**config.mk**
```make
export PLATFORM = sky130hd
export DESIGN_NAME = qspi_rx_capture_ctrl_flat
export DESIGN_NICKNAME = d
export VERILOG_FILES = /design/src/rtl/qspi_rx_capture_ctrl_pkg.sv /design/src/rtl/qspi_rx_capture_ctrl_if.sv /design/src/rtl/qspi_rx_capture_ctrl.sv /design/src/flat_wrapper.sv
export SDC_FILE = /design/constraint.sdc
export NUM_CORES = 1
export LEC_CHECK = 0
export CAP_MARGIN = 20
export CORE_ASPECT_RATIO = 0.6
export CORE_MARGIN = 8
export CORE_UTILIZATION = 41
export DETAILED_ROUTE_END_ITERATION = 8
export PLACE_DENSITY_LB_ADDON = 0.05
export SYNTH_ARGS = -nofsm -noshare
export SYNTH_HDL_FRONTEND = slang
export SYNTH_SLANG_ARGS = --single-unit
```
**constraint.sdc**
```tcl
create_clock -name clk -period 3.9 [get_ports clk]
set_input_delay 0.78 -clock clk [delete_from_list [all_inputs] [get_ports clk]]
set_output_delay 0.78 -clock clk [all_outputs]
set_load 0.01 [all_outputs]
```
**src/rtl/qspi_rx_capture_ctrl_pkg.sv**
```systemverilog
// Shared types and helpers for the QSPI read-phase capture controller.
//   lane_mode_e : encoded data-line mode as presented on lane_mode
//   rx_state_e  : capture sequencer states
//   lane_bits   : bits captured per sample pulse for a lane mode
//   lane_onehot : {use_4, use_2, use_1} line select for the sampling register
package qspi_pkg;

   localparam int unsigned WORD_BITS = 32;
   localparam int unsigned WB_W      = 6;   // holds 0..WORD_BITS
   localparam int unsigned NBYTES_W  = 3;   // holds 1..4

   typedef enum logic [1:0] {
      LANE_1       = 2'b00,
      LANE_2       = 2'b01,
      LANE_4       = 2'b10,
      LANE_ILLEGAL = 2'b11
   } lane_mode_e;

   typedef enum logic [1:0] {
      ST_IDLE,
      ST_SAMPLE,
      ST_PUSH,
      ST_FINISH
   } rx_state_e;

   function automatic logic [2:0] lane_bits(input lane_mode_e m);
      case (m)
         LANE_2:  return 3'd2;
         LANE_4:  return 3'd4;
         default: return 3'd1;
      endcase
   endfunction

   function automatic logic [2:0] lane_onehot(input lane_mode_e m);
      case (m)
         LANE_1:  return 3'b001;
         LANE_2:  return 3'b010;
         LANE_4:  return 3'b100;
         default: return 3'b000;
      endcase
   endfunction

endpackage

```
**src/rtl/qspi_rx_capture_ctrl_if.sv**
```systemverilog
// Push-side link between the capture controller and the AHB-side RX FIFO.
//   full   : FIFO cannot accept a word
//   push   : one-cycle push strobe
//   wdata  : pushed word, valid bytes in the LSBs
//   last   : pushed word is the final word of the transfer
//   nbytes : valid bytes in the pushed word, 1..4
interface qspi_rx_capture_ctrl_if;
   import qspi_pkg::*;

   logic                          full;
   logic                          push;
   logic [WORD_BITS-1:0]          wdata;
   logic                          last;
   logic [NBYTES_W-1:0]           nbytes;

   modport master (input full, output push, output wdata, output last, output nbytes);
   modport slave  (output full, input push, input wdata, input last, input nbytes);

endinterface

```
**src/rtl/qspi_rx_capture_ctrl.sv**
```systemverilog
// Read-phase capture sequencer for the QSPI controller. Gates sample pulses into
// the sampling shift register, counts bits per lane mode and pushes each full or
// final partial word into the RX FIFO, holding SCLK while a word is pending.
// Ports:
//   clk, rst_n            : clock, async active-low reset
//   start, abort          : one-cycle control pulses
//   rx_byte_count         : bytes to read (latched on start)
//   lane_mode             : 00/01/10 = 1/2/4 lines, 11 illegal (latched on start)
//   sample_pulse          : strobe from the SCLK generator
//   sample_en             : gated strobe to the sampling register
//   use_N_io_lines_out    : one-hot latched mode to the sampling register
//   sample_data           : sampling register contents
//   fifo                  : RX FIFO push interface (master side)
//   sclk_hold             : stop the SCLK generator issuing sample pulses
//   busy, done            : activity flag and completion pulse
//   err_mode, err_overrun : sticky error flags, cleared by the next start
module qspi_rx_capture_ctrl
   import qspi_pkg::*;
#(
   parameter int unsigned CNT_W = 16
) (
   input  logic                      clk,
   input  logic                      rst_n,
   input  logic                      start,
   input  logic                      abort,
   input  logic [CNT_W-1:0]          rx_byte_count,
   input  logic [1:0]                lane_mode,
   input  logic                      sample_pulse,
   output logic                      sample_en,
   output logic                      use_1_io_lines_out,
   output logic                      use_2_io_lines_out,
   output logic                      use_4_io_lines_out,
   input  logic [WORD_BITS-1:0]      sample_data,
   qspi_rx_capture_ctrl_if.master    fifo,
   output logic                      sclk_hold,
   output logic                      busy,
   output logic                      done,
   output logic                      err_mode,
   output logic                      err_overrun
);

   localparam int unsigned BL_W = CNT_W + 3;

   rx_state_e        state;
   lane_mode_e       lane_q;
   logic [BL_W-1:0]  bits_left;
   logic [BL_W-1:0]  bits_left_nxt;
   logic [WB_W-1:0]  word_bits;
   logic [WB_W-1:0]  word_bits_nxt;
   logic [2:0]       use_lines;
   logic             word_end_c;

   assign use_1_io_lines_out = use_lines[0];
   assign use_2_io_lines_out = use_lines[1];
   assign use_4_io_lines_out = use_lines[2];

   // Bit accounting for the current pulse and the Mealy hold/push decode.
   always_comb begin
      bits_left_nxt = bits_left - BL_W'(lane_bits(lane_q));
      word_bits_nxt = word_bits + WB_W'(lane_bits(lane_q));
      word_end_c    = (word_bits_nxt == WB_W'(WORD_BITS)) || (bits_left_nxt == '0);

      sample_en     = (state == ST_SAMPLE) && sample_pulse;
      // Hold in the completing-pulse cycle so no pulse lands before the push.
      sclk_hold     = (state == ST_PUSH) || (state == ST_FINISH) ||
                      (sample_en && word_end_c);
      busy          = (state != ST_IDLE);

      // Abort wins over a push in the same cycle.
      fifo.push     = (state == ST_PUSH) && !fifo.full && !abort;
      fifo.wdata    = (state == ST_PUSH) ? sample_data : '0;
      fifo.last     = (state == ST_PUSH) && (bits_left == '0);
      fifo.nbytes   = (state == ST_PUSH) ? word_bits[WB_W-1:3] : '0;
   end

   // Sequencer with registered done, mode and error flags.
   always_ff @(posedge clk or negedge rst_n) begin
      if (!rst_n) begin
         state       <= ST_IDLE;
         lane_q      <= LANE_1;
         bits_left   <= '0;
         word_bits   <= '0;
         use_lines   <= '0;
         done        <= 1'b0;
         err_mode    <= 1'b0;
         err_overrun <= 1'b0;
      end else begin
         done <= 1'b0;

         // A pulse arriving while SCLK is held was never meant to happen.
         if (sample_pulse && (state != ST_SAMPLE) && sclk_hold) begin
            err_overrun <= 1'b1;
         end

         case (state)
            ST_IDLE: begin
               if (start && !abort) begin
                  lane_q      <= lane_mode_e'(lane_mode);
                  err_mode    <= 1'b0;
                  err_overrun <= 1'b0;
                  word_bits   <= '0;
                  bits_left   <= {rx_byte_count, 3'b000};
                  if (rx_byte_count == '0) begin
                     state <= ST_FINISH;
                     done  <= 1'b1;
                  end else if (lane_mode_e'(lane_mode) == LANE_ILLEGAL) begin
                     err_mode <= 1'b1;
                     state    <= ST_FINISH;
                     done     <= 1'b1;
                  end else begin
                     use_lines <= lane_onehot(lane_mode_e'(lane_mode));
                     state     <= ST_SAMPLE;
                  end
               end
            end

            ST_SAMPLE: begin
               if (abort) begin
                  state <= ST_FINISH;
                  done  <= 1'b1;
               end else if (sample_pulse) begin
                  word_bits <= word_bits_nxt;
                  bits_left <= bits_left_nxt;
                  if (word_end_c) begin
                     state <= ST_PUSH;
                  end
               end
            end

            ST_PUSH: begin
               if (abort) begin
                  state <= ST_FINISH;
                  done  <= 1'b1;
               end else if (!fifo.full) begin
                  word_bits <= '0;
                  if (bits_left == '0) begin
                     state <= ST_FINISH;
                     done  <= 1'b1;
                  end else begin
                     state <= ST_SAMPLE;
                  end
               end
            end

            ST_FINISH: begin
               if (abort) begin
                  done <= 1'b1;
               end else begin
                  state     <= ST_IDLE;
                  use_lines <= '0;
               end
            end

            default: state <= ST_IDLE;
         endcase
      end
   end

endmodule

```
**src/flat_wrapper.sv**
```systemverilog
// flat-port wrapper written by rule: the top's interface ports become plain ports
module qspi_rx_capture_ctrl_flat import qspi_pkg::*;
#(
   parameter int unsigned CNT_W = 16
)
  (clk, rst_n, start, abort, rx_byte_count, lane_mode, sample_pulse, sample_en, use_1_io_lines_out, use_2_io_lines_out, use_4_io_lines_out, sample_data, sclk_hold, busy, done, err_mode, err_overrun, fifo_full, fifo_push, fifo_wdata, fifo_last, fifo_nbytes);
  qspi_rx_capture_ctrl_if fifo_i ();
  input  logic clk;
  input  logic rst_n;
  input  logic start;
  input  logic abort;
  input  logic [CNT_W-1:0] rx_byte_count;
  input  logic [1:0] lane_mode;
  input  logic sample_pulse;
  output logic sample_en;
  output logic use_1_io_lines_out;
  output logic use_2_io_lines_out;
  output logic use_4_io_lines_out;
  input  logic [WORD_BITS-1:0] sample_data;
  output logic sclk_hold;
  output logic busy;
  output logic done;
  output logic err_mode;
  output logic err_overrun;
  input wire logic [$bits(fifo_i.full)-1:0] fifo_full;
  output wire logic [$bits(fifo_i.push)-1:0] fifo_push;
  output wire logic [$bits(fifo_i.wdata)-1:0] fifo_wdata;
  output wire logic [$bits(fifo_i.last)-1:0] fifo_last;
  output wire logic [$bits(fifo_i.nbytes)-1:0] fifo_nbytes;
  assign fifo_i.full = fifo_full;
  assign fifo_push = fifo_i.push;
  assign fifo_wdata = fifo_i.wdata;
  assign fifo_last = fifo_i.last;
  assign fifo_nbytes = fifo_i.nbytes;
  qspi_rx_capture_ctrl #(.CNT_W(CNT_W)) u_core (.clk(clk), .rst_n(rst_n), .start(start), .abort(abort), .rx_byte_count(rx_byte_count), .lane_mode(lane_mode), .sample_pulse(sample_pulse), .sample_en(sample_en), .use_1_io_lines_out(use_1_io_lines_out), .use_2_io_lines_out(use_2_io_lines_out), .use_4_io_lines_out(use_4_io_lines_out), .sample_data(sample_data), .fifo(fifo_i), .sclk_hold(sclk_hold), .busy(busy), .done(done), .err_mode(err_mode), .err_overrun(err_overrun));
endmodule
```
* Word-level counts from Yosys, hierarchy flattened
Index checks and enable logic that the tools add are counted.
** Storage, ports and cells
- Register bits :: 35
- Input bits :: 56
- Output and inout port bits :: 46
- Logic and storage cells :: 101
** Operators by class
- Mux-type cells :: 42
- $add $sub $neg :: 2
- Reductions and logical operators :: 28
- Equal/unequal tests :: 21
** Operators by type and width (count)
- $mux W19 :: 3
- $logic_not A19 Y1 :: 2
- $pmux W19 S2 :: 1
- $mux W32 :: 1
- $mux W6 :: 5
- $mux W2 :: 10
- $sub A19 B3 Y19 :: 1
- $pmux W6 S3 :: 1
- $logic_not A16 Y1 :: 1
- $mux W3 :: 5
- $ne A2 B2 Y1 const B :: 7
- $pmux W3 S2 :: 2
- $mux W1 :: 11
- $eq A2 B2 Y1 const B :: 5
- $reduce_and A5 Y1 :: 2
- $pmux W3 S3 :: 1
- $logic_and A1 B1 Y1 :: 8
- $pmux W2 S4 :: 1
- $add A6 B3 Y6 :: 1
- $eq A2 B1 Y1 const B :: 3
- $eq A6 B6 Y1 const B :: 1
- $ne A3 B3 Y1 const B :: 2
- $reduce_and A6 Y1 :: 1
- $reduce_bool A2 Y1 :: 3
- other kinds (10) :: 15

* Longest topological paths before layout
Gate-level depths: netlist (run 1).
- Depth in word-level cells :: 11
- Gate-level depth with buffers :: 13

* Worst setup path before layout (run 1)
No wires, ideal clock.
- Kind :: register to output
- Start :: register u_core.lane_q[0]
- End :: output sclk_hold
- Stages on the path, launching flop included :: 12
- Path slack :: 0.570 ns
- Data required time :: 3.120 ns
- Buffers on the path :: 0
- Data arrival time :: 2.550 ns
- Cells stage by stage :: dfrtp_1 > inv_1 > ha_1 > ha_1 > fa_1 > nand2b_1 > nor2_1 > and4b_4 > xnor2_1 > nand2_2 > o41ai_2 > a21o_1
** On the way
- Longest elaborated chain between the ends :: 7
** RTL lines
- from (decl) :: RTL line qspi_rx_capture_ctrl.sv:45 : lane_mode_e lane_q;
- from (signal assigned) :: RTL line qspi_rx_capture_ctrl.sv:98 : lane_q <= lane_mode_e'(lane_mode);
- $eq A2 B2 Y1 / $eq A2 B1 Y1 (equally long branches) :: RTL line qspi_rx_capture_ctrl_pkg.sv:27 : case (m)
- $pmux W3 S2 (*) :: RTL line qspi_rx_capture_ctrl_pkg.sv:27
- $sub A19 B3 Y19 / $add A6 B3 Y6 (equally long branches) :: RTL line qspi_rx_capture_ctrl.sv:59, qspi_rx_capture_ctrl.sv:60
- $logic_not A19 Y1 / $eq A6 B6 Y1 (equally long branches) :: RTL line qspi_rx_capture_ctrl.sv:61 : word_end_c = (word_bits_nxt == WB_W'(WORD_BITS)) || (bits_left_nxt == '0);
- $logic_or A1 B1 Y1 (*) :: RTL line qspi_rx_capture_ctrl.sv:61
- $logic_and A1 B1 Y1 (*) :: RTL line qspi_rx_capture_ctrl.sv:66 : (sample_en && word_end_c);
- $logic_or A1 B1 Y1 (*) :: RTL line qspi_rx_capture_ctrl.sv:65 : sclk_hold = (state == ST_PUSH) || (state == ST_FINISH) ||
- to (decl) :: RTL line flat_wrapper.sv:20 : output logic sclk_hold;
Every way passes the cells marked *; elsewhere a longest branch is shown, timed or not.

* Worst setup path in the final report (run 1)
Ends and elaborated chain as after synthesis.

==> results of run 1 <==
-- flip-flops by register name (all words and copies together), names as in the netlist --
| name | cells |
|---|---|
| u_core.err_overrun | 1 |
| u_core.use_lines | 3 |
| u_core.err_mode | 1 |
| u_core.lane_q | 2 |
| u_core.bits_left | 19 |
| u_core.state | 2 |
| u_core.word_bits | 6 |
| u_core.done | 1 |
-- synth_stat cells, types with 4 or more instances --
| cell | n | share of area, % |
|---|---|---|
| clkbuf_1 | 15 | 2.0 |
| nor3_1 | 6 | 1.1 |
| xnor2_1 | 6 | 1.9 |
| o21ai_0 | 41 | 7.4 |
| dfrtp_1 | 35 | 32 |
| a22oi_1 | 8 | 2.2 |
| nor4_1 | 9 | 2.0 |
| nand2_1 | 26 | 3.5 |
| nor2b_1 | 8 | 1.8 |
| nand3_1 | 5 | 0.90 |
| nand4_1 | 7 | 1.6 |
| nand3b_1 | 4 | 1.1 |
| ha_1 | 8 | 3.6 |
| a21oi_1 | 24 | 4.3 |
| nand2b_1 | 5 | 1.1 |
| nor2_1 | 31 | 4.2 |
| o22ai_1 | 4 | 0.90 |
| inv_1 | 14 | 1.9 |
| or3_1 | 4 | 0.90 |
| and2_1 | 38 | 8.6 |
-- report_power, final --
group | leakage, nW | internal (mW) | total [mW] | switching, mW
combinational | 1.23 | 0.924 | 1.95 | 1.03
clock | 0.0422 | 0.126 | 0.265 | 0.139
sequential | 0.432 | 0.513 | 0.730 | 0.217
total | 1.70 | 1.56 | 2.94 | 1.38
-- layout make-up --
class	instances	area, µm²	area share [%]
clock buffer	7	76.3	1.83
multi-input combinational	280	1820	43.7
inverter	14	52.6	1.26
clock inverter	1	5.00	0.120
sequential	35	876	21.1
timing repair buffer	130	1220	29.4
tap	87	109	2.62
-- repair_timing --
item,4_1_cts,5_1_grt
cloned,0,0
endpoints found under the setup margin,1,1
pin swaps,5,3
resized for setup,12,5
buffers inserted,4,1
-- path summary, 6_finish.rpt --
kind                                          start                   to  slack, ns  cells past startpoint
worst max-delay path               u_core.lane_q[0]            sclk_hold       0.14                     12
worst min-delay path            u_core.use_lines[1]  u_core.use_lines[1]       0.48                      2
worst max register to register     u_core.lane_q[0]      u_core.state[1]       0.98                     13
worst min register to register  u_core.use_lines[1]  u_core.use_lines[1]       0.48                      2
max in group asynchronous                     rst_n  u_core.bits_left[7]       2.66                      2
min in group asynchronous                     rst_n  u_core.bits_left[3]       0.89                      2
-- worst max-delay path, cell delays in order (launching register included) --
cell      delay [ns]
dfrtp_1         0.39
inv_2           0.08
ha_4            0.20
ha_2            0.18
fa_2            0.41
nand2b_4        0.17
nor2_1          0.12
and4b_4         0.23
xnor2_2         0.14
nand2_2         0.10
o41ai_4         0.38
a21o_1          0.15
buf_2           0.13
-- metrics by stage --
stage	utilization [%]	TNS [ns]	cells	hold slack, ns
2_1_floorplan	-	0	347	0.456
3_3_place_gp	60.4	-0.0478	541	0.460
3_5_place_dp	60.4	-0.126	541	0.461
4_1_cts	62.7	0	553	0.488
5_1_grt	63.1	0	554	0.514
6_report	63.1	0	554	0.484
-- logic make-up after synthesis --
| group | after synthesis |
|---|---|
| flip-flops | 35 |
| XOR/XNOR | 9 |
| AND/OR/NAND/NOR | 156 |
| adder cells (fa/ha/maj) | 10 |
| multiplexers | 2 |
| buffers and inverters | 32 |
| AO/OA/AOI/OAI | 103 |
-- metal layers --
layer / up-vias / part of all wire [%]
met2: 116 / 43
met4: 0 / 0.50
li1: 1479 / -
met3: 7 / 8.3
met1: 1428 / 48
met5: - / 0
==> results.ini, run 1 <==
[yosys]
muxShareOfSynthArea_pct=0.724
netlist_instances=347
yosysWarnings=0
synthAdderAreaFrac_pct=5.07
yosysUniqueCellTypes=55
synth_seq_cells=35
synth-compound-area-share_pct=22.9
synth_top_family_by_area=simple AND/OR/NAND/NOR gates
synthSimpleGateAreaFrac_pct=31.7
ys.flop_type=dfrtp_1
synth-xor-area-share_pct=2.85
yosysSeqAreaShare_pct=31.7
avgSynthCellArea_um2=7.97
async_reset_ff_share_pct=100
syn-num-nets=413
synth_edf_count=0
syn-cell-area_um2=2770

[min_path]
hold_path_class=flop to flop

[cells_and_area]
fill_cells=602
stdcell_area_um2=4160
antennaDiodeCount=0
mostFrequentLayoutCells=clkdlybuf4s50_1 (100), o21ai_0 (41), and2_1 (37), dfrtp_1 (35), nor2_1 (31)
drive_above_1_share_pct=12.6
final_common_cell=clkdlybuf4s50_1
nets=532
syn_to_final_growth_pct=50.5

[cts]
cts_tree=yes
clk_latency_ns=0.30
cts_root_buffer=clkbuf_8
cts_sinks=35
cts-buffers-inserted=5
h-tree-depth=2
cts.hold.buffers_added=0
clk_pin_slew_ns=0.07
clockBufferDepth=2

[die]
die_area_um2=9710
start_util_pct=42.0
fp.coreArea_um2=6590
rows=23
die_y_um=79.6
ios=102
die_x_um=122

[timing]
hold_viol=0
slew_violations=0
setup_viol=0
slew-limit-headroom_pct=32.7
fin_ws_ns=0.140
period_share_pct=96.4
fin_skew_ns=0.00774
period_minus_slack_ns=3.76
tightestPinTransition_ns=1.01
fmax_ghz=0.266
rsz0062_at_grt=false

[placed_design]
hpwl_um=7800
post_dp_cell_area_um2=3980
gp_congestion=0.913
pre_cts_ws_ns=-0.126
portBuffers=101

[global_routing]
grt_max_degree=37
grt_pass1_vias=2878
grtUsageTotal_pct=20.3
antenna_found_initial=0
grt_overflow_total=0
grt.busiest_layer=met1
grt_pass1_wl_um=15600
grt_use_met2_pct=28.6
grt_use_met3_pct=6.14
grtUsageMet1_pct=29.9

[setup_path]
endpoint_kind=output port
critical_path_required_ns=3.12
startpoint_type=flop
critPathMaxFanout=3
worstPathArrival_ns=2.98
path_class=flop to output port

[route]
vias_per_cell=5.47
dr.pass1.iters=5
dr_total_vias=3030
drt_iter0_markers=249
drcViolationCount=0
wl_um=9940
wire_per_inst_um=17.9
drtAntennaViolNets=0

[run_status]
outcome=finished clean

[run]
maxCapViolCount=0

[power_and_ir_drop]
peakVddDrop_v=0.000340
p_per_area_nw_per_um2=708
p_leak_nw=1.70
finalPower_mw=2.94

(Power assumes the default switching activity.)
==> run 2, diff against run 1 <==
--- a/config.mk
+++ b/config.mk
@@ -8,9 +8,10 @@
 export CAP_MARGIN = 20
 export CORE_ASPECT_RATIO = 0.6
 export CORE_MARGIN = 8
-export CORE_UTILIZATION = 41
+export CORE_UTILIZATION = 40
 export DETAILED_ROUTE_END_ITERATION = 8
 export PLACE_DENSITY_LB_ADDON = 0.05
+export SLEW_MARGIN = 20
 export SYNTH_ARGS = -nofsm -noshare
 export SYNTH_HDL_FRONTEND = slang
 export SYNTH_SLANG_ARGS = --single-unit
==> run 2 against run 1 <==
- power grew 8.1%
- combinational power up 6%
- non-clock buffer count unchanged
- sequential share of layout area decreased by 0.34 points
- register-to-register slack better by 0.09 ns
- largest cell class unchanged
==> results.ini, run 2 (synthesized netlist as in run 1, its figures left out) <==
[timing]
period_share_pct=99.9
slew_violations=0
hold_ws_ns=0.480
tightestPinTransition_ns=1.05
setup_viol=0
fin_skew_ns=0.00373
slew-limit-headroom_pct=30.1
fin_ws_ns=0.00295
period_minus_slack_ns=3.90
rsz0062_at_grt=true
hold_viol=0
fmax_ghz=0.257

[global_routing]
grt_overflow_total=0
antenna_found_initial=0
grt_max_degree=38
grtUsageTotal_pct=20.2
grt_pass1_wl_um=15600
grt_pass1_vias=2967

[cts]
clk_pin_slew_ns=0.05
cts.hold.buffers_added=0
cts_tree=yes
cts-buffers-inserted=5
cts_root_buffer=clkbuf_16
cts_sinks=35
h-tree-depth=2
clockBufferDepth=2
clk_latency_ns=0.29

[cells_and_area]
antennaDiodeCount=0
max_flop_register=u_core.bits_left
final_common_cell=clkdlybuf4s50_1
nets=532
syn_to_final_growth_pct=52.9
reg_top3=u_core.bits_left (19), u_core.word_bits (6), u_core.use_lines (3)
drive_above_1_share_pct=12.8
largest_register_ffs=19
mostFrequentLayoutCells=clkdlybuf4s50_1 (99), o21ai_0 (40), and2_1 (37), dfrtp_1 (35), nor2_1 (31)
stdcell_area_um2=4230

[setup_path]
cpMaxStageDelayCell=fa_2
cp_slowest_stage_delay_ns=0.56
path_class=flop to output port
endpoint_kind=output port
worstPathArrival_ns=3.12
startpoint_type=flop
critPathMaxFanout=2
path_cells=inv_2 > ha_4 > ha_4 > fa_2 > nand2_1 > nor4_1 > and3_2 > nand4_1 > o41ai_4 > a21o_1 > buf_2
critical_path_required_ns=3.12
path_common_cell=ha_4

[power_and_ir_drop]
peakVddDrop_v=0.000359
p_per_area_nw_per_um2=752
finalPower_mw=3.18
p_leak_nw=1.74

[die]
die_x_um=123
die_area_um2=9920
die_y_um=80.4
fp.coreArea_um2=6680
rows=23
ios=102
start_util_pct=41.4

[placed_design]
hpwl_um=7910
post_dp_cell_area_um2=3970
gp_congestion=0.920
pre_cts_ws_ns=-0.147
portBuffers=101

[route]
dr.pass1.iters=4
vias_per_cell=5.46
drcViolationCount=0
wl_um=10100
drtAntennaViolNets=0
wire_per_inst_um=18.2
dr_total_vias=3026
drt_iter0_markers=340

[run]
maxCapViolCount=0

[min_path]
hold_path_class=flop to flop

[run_status]
outcome=finished clean

run 2: final cells by class:
cell class	instances	area (µm²)
clock inverter	1	5.00
clock buffer	7	133
sequential	35	876
multi-input combinational	280	1840
inverter	14	52.6
timing repair buffer	130	1220
tap	87	109
fill	587	2450
run 2: critical path, delay by kind of cell (launching register included):
family	cells	cell delay [ns]
adders and majority gates	3	0.94
and+or+nand+nor	4	0.72
AOI/OAI and AO/OA	2	0.59
DFF	1	0.39
buffers and inverters	2	0.21
run 2: power breakdown:
group          total [mW]  leakage, nW  switching [mW]  internal [mW]
combinational        2.06         1.24            1.07          0.994
sequential          0.730        0.432           0.216          0.514
clock               0.389       0.0679           0.153          0.236
total                3.18         1.74            1.44           1.74
run 2: path summary, 6_finish.rpt:
| path | startpoint | end | slack [ns] | depth (start not counted) |
|---|---|---|---|---|
| max in group asynchronous | rst_n | u_core.bits_left[1] | 2.78 | 1 |
| hold reg to reg | u_core.use_lines[1] | u_core.use_lines[1] | 0.48 | 2 |
| setup reg to reg | u_core.lane_q[0] | u_core.state[1] | 1.07 | 11 |
| setup / recovery | u_core.lane_q[0] | sclk_hold | 0.003 | 11 |
| min in group asynchronous | rst_n | u_core.bits_left[3] | 0.59 | 1 |
| hold / removal | u_core.use_lines[1] | u_core.use_lines[1] | 0.48 | 2 |
run 2: timing repair:
action                                  4_1_cts  5_1_grt
pin swaps                                     0        7
setup buffers                                 0        5
endpoints found under the setup margin        1        1
gates resized for setup                       8       12
run 2: stage by stage:
stage                     std cells  utilization (%)  setup TNS [ns]
after floorplan                 347                -               0
after global placement          541             59.5         -0.0540
after detailed placement        541             59.5          -0.147
after CTS                       549             62.1               0
after global routing            554             63.3         -0.0444
final                           554             63.3               0
run 2: metal layers:
metal	wire length, µm	part of all wire [%]	up-vias	global-route usage (%)
met1	4660	46	1424	28.5
met5	0	0	-	0
met2	4480	44	118	29.0
met4	76	0.75	0	5.50
met3	877	8.7	6	5.95
li1	-	-	1478	-
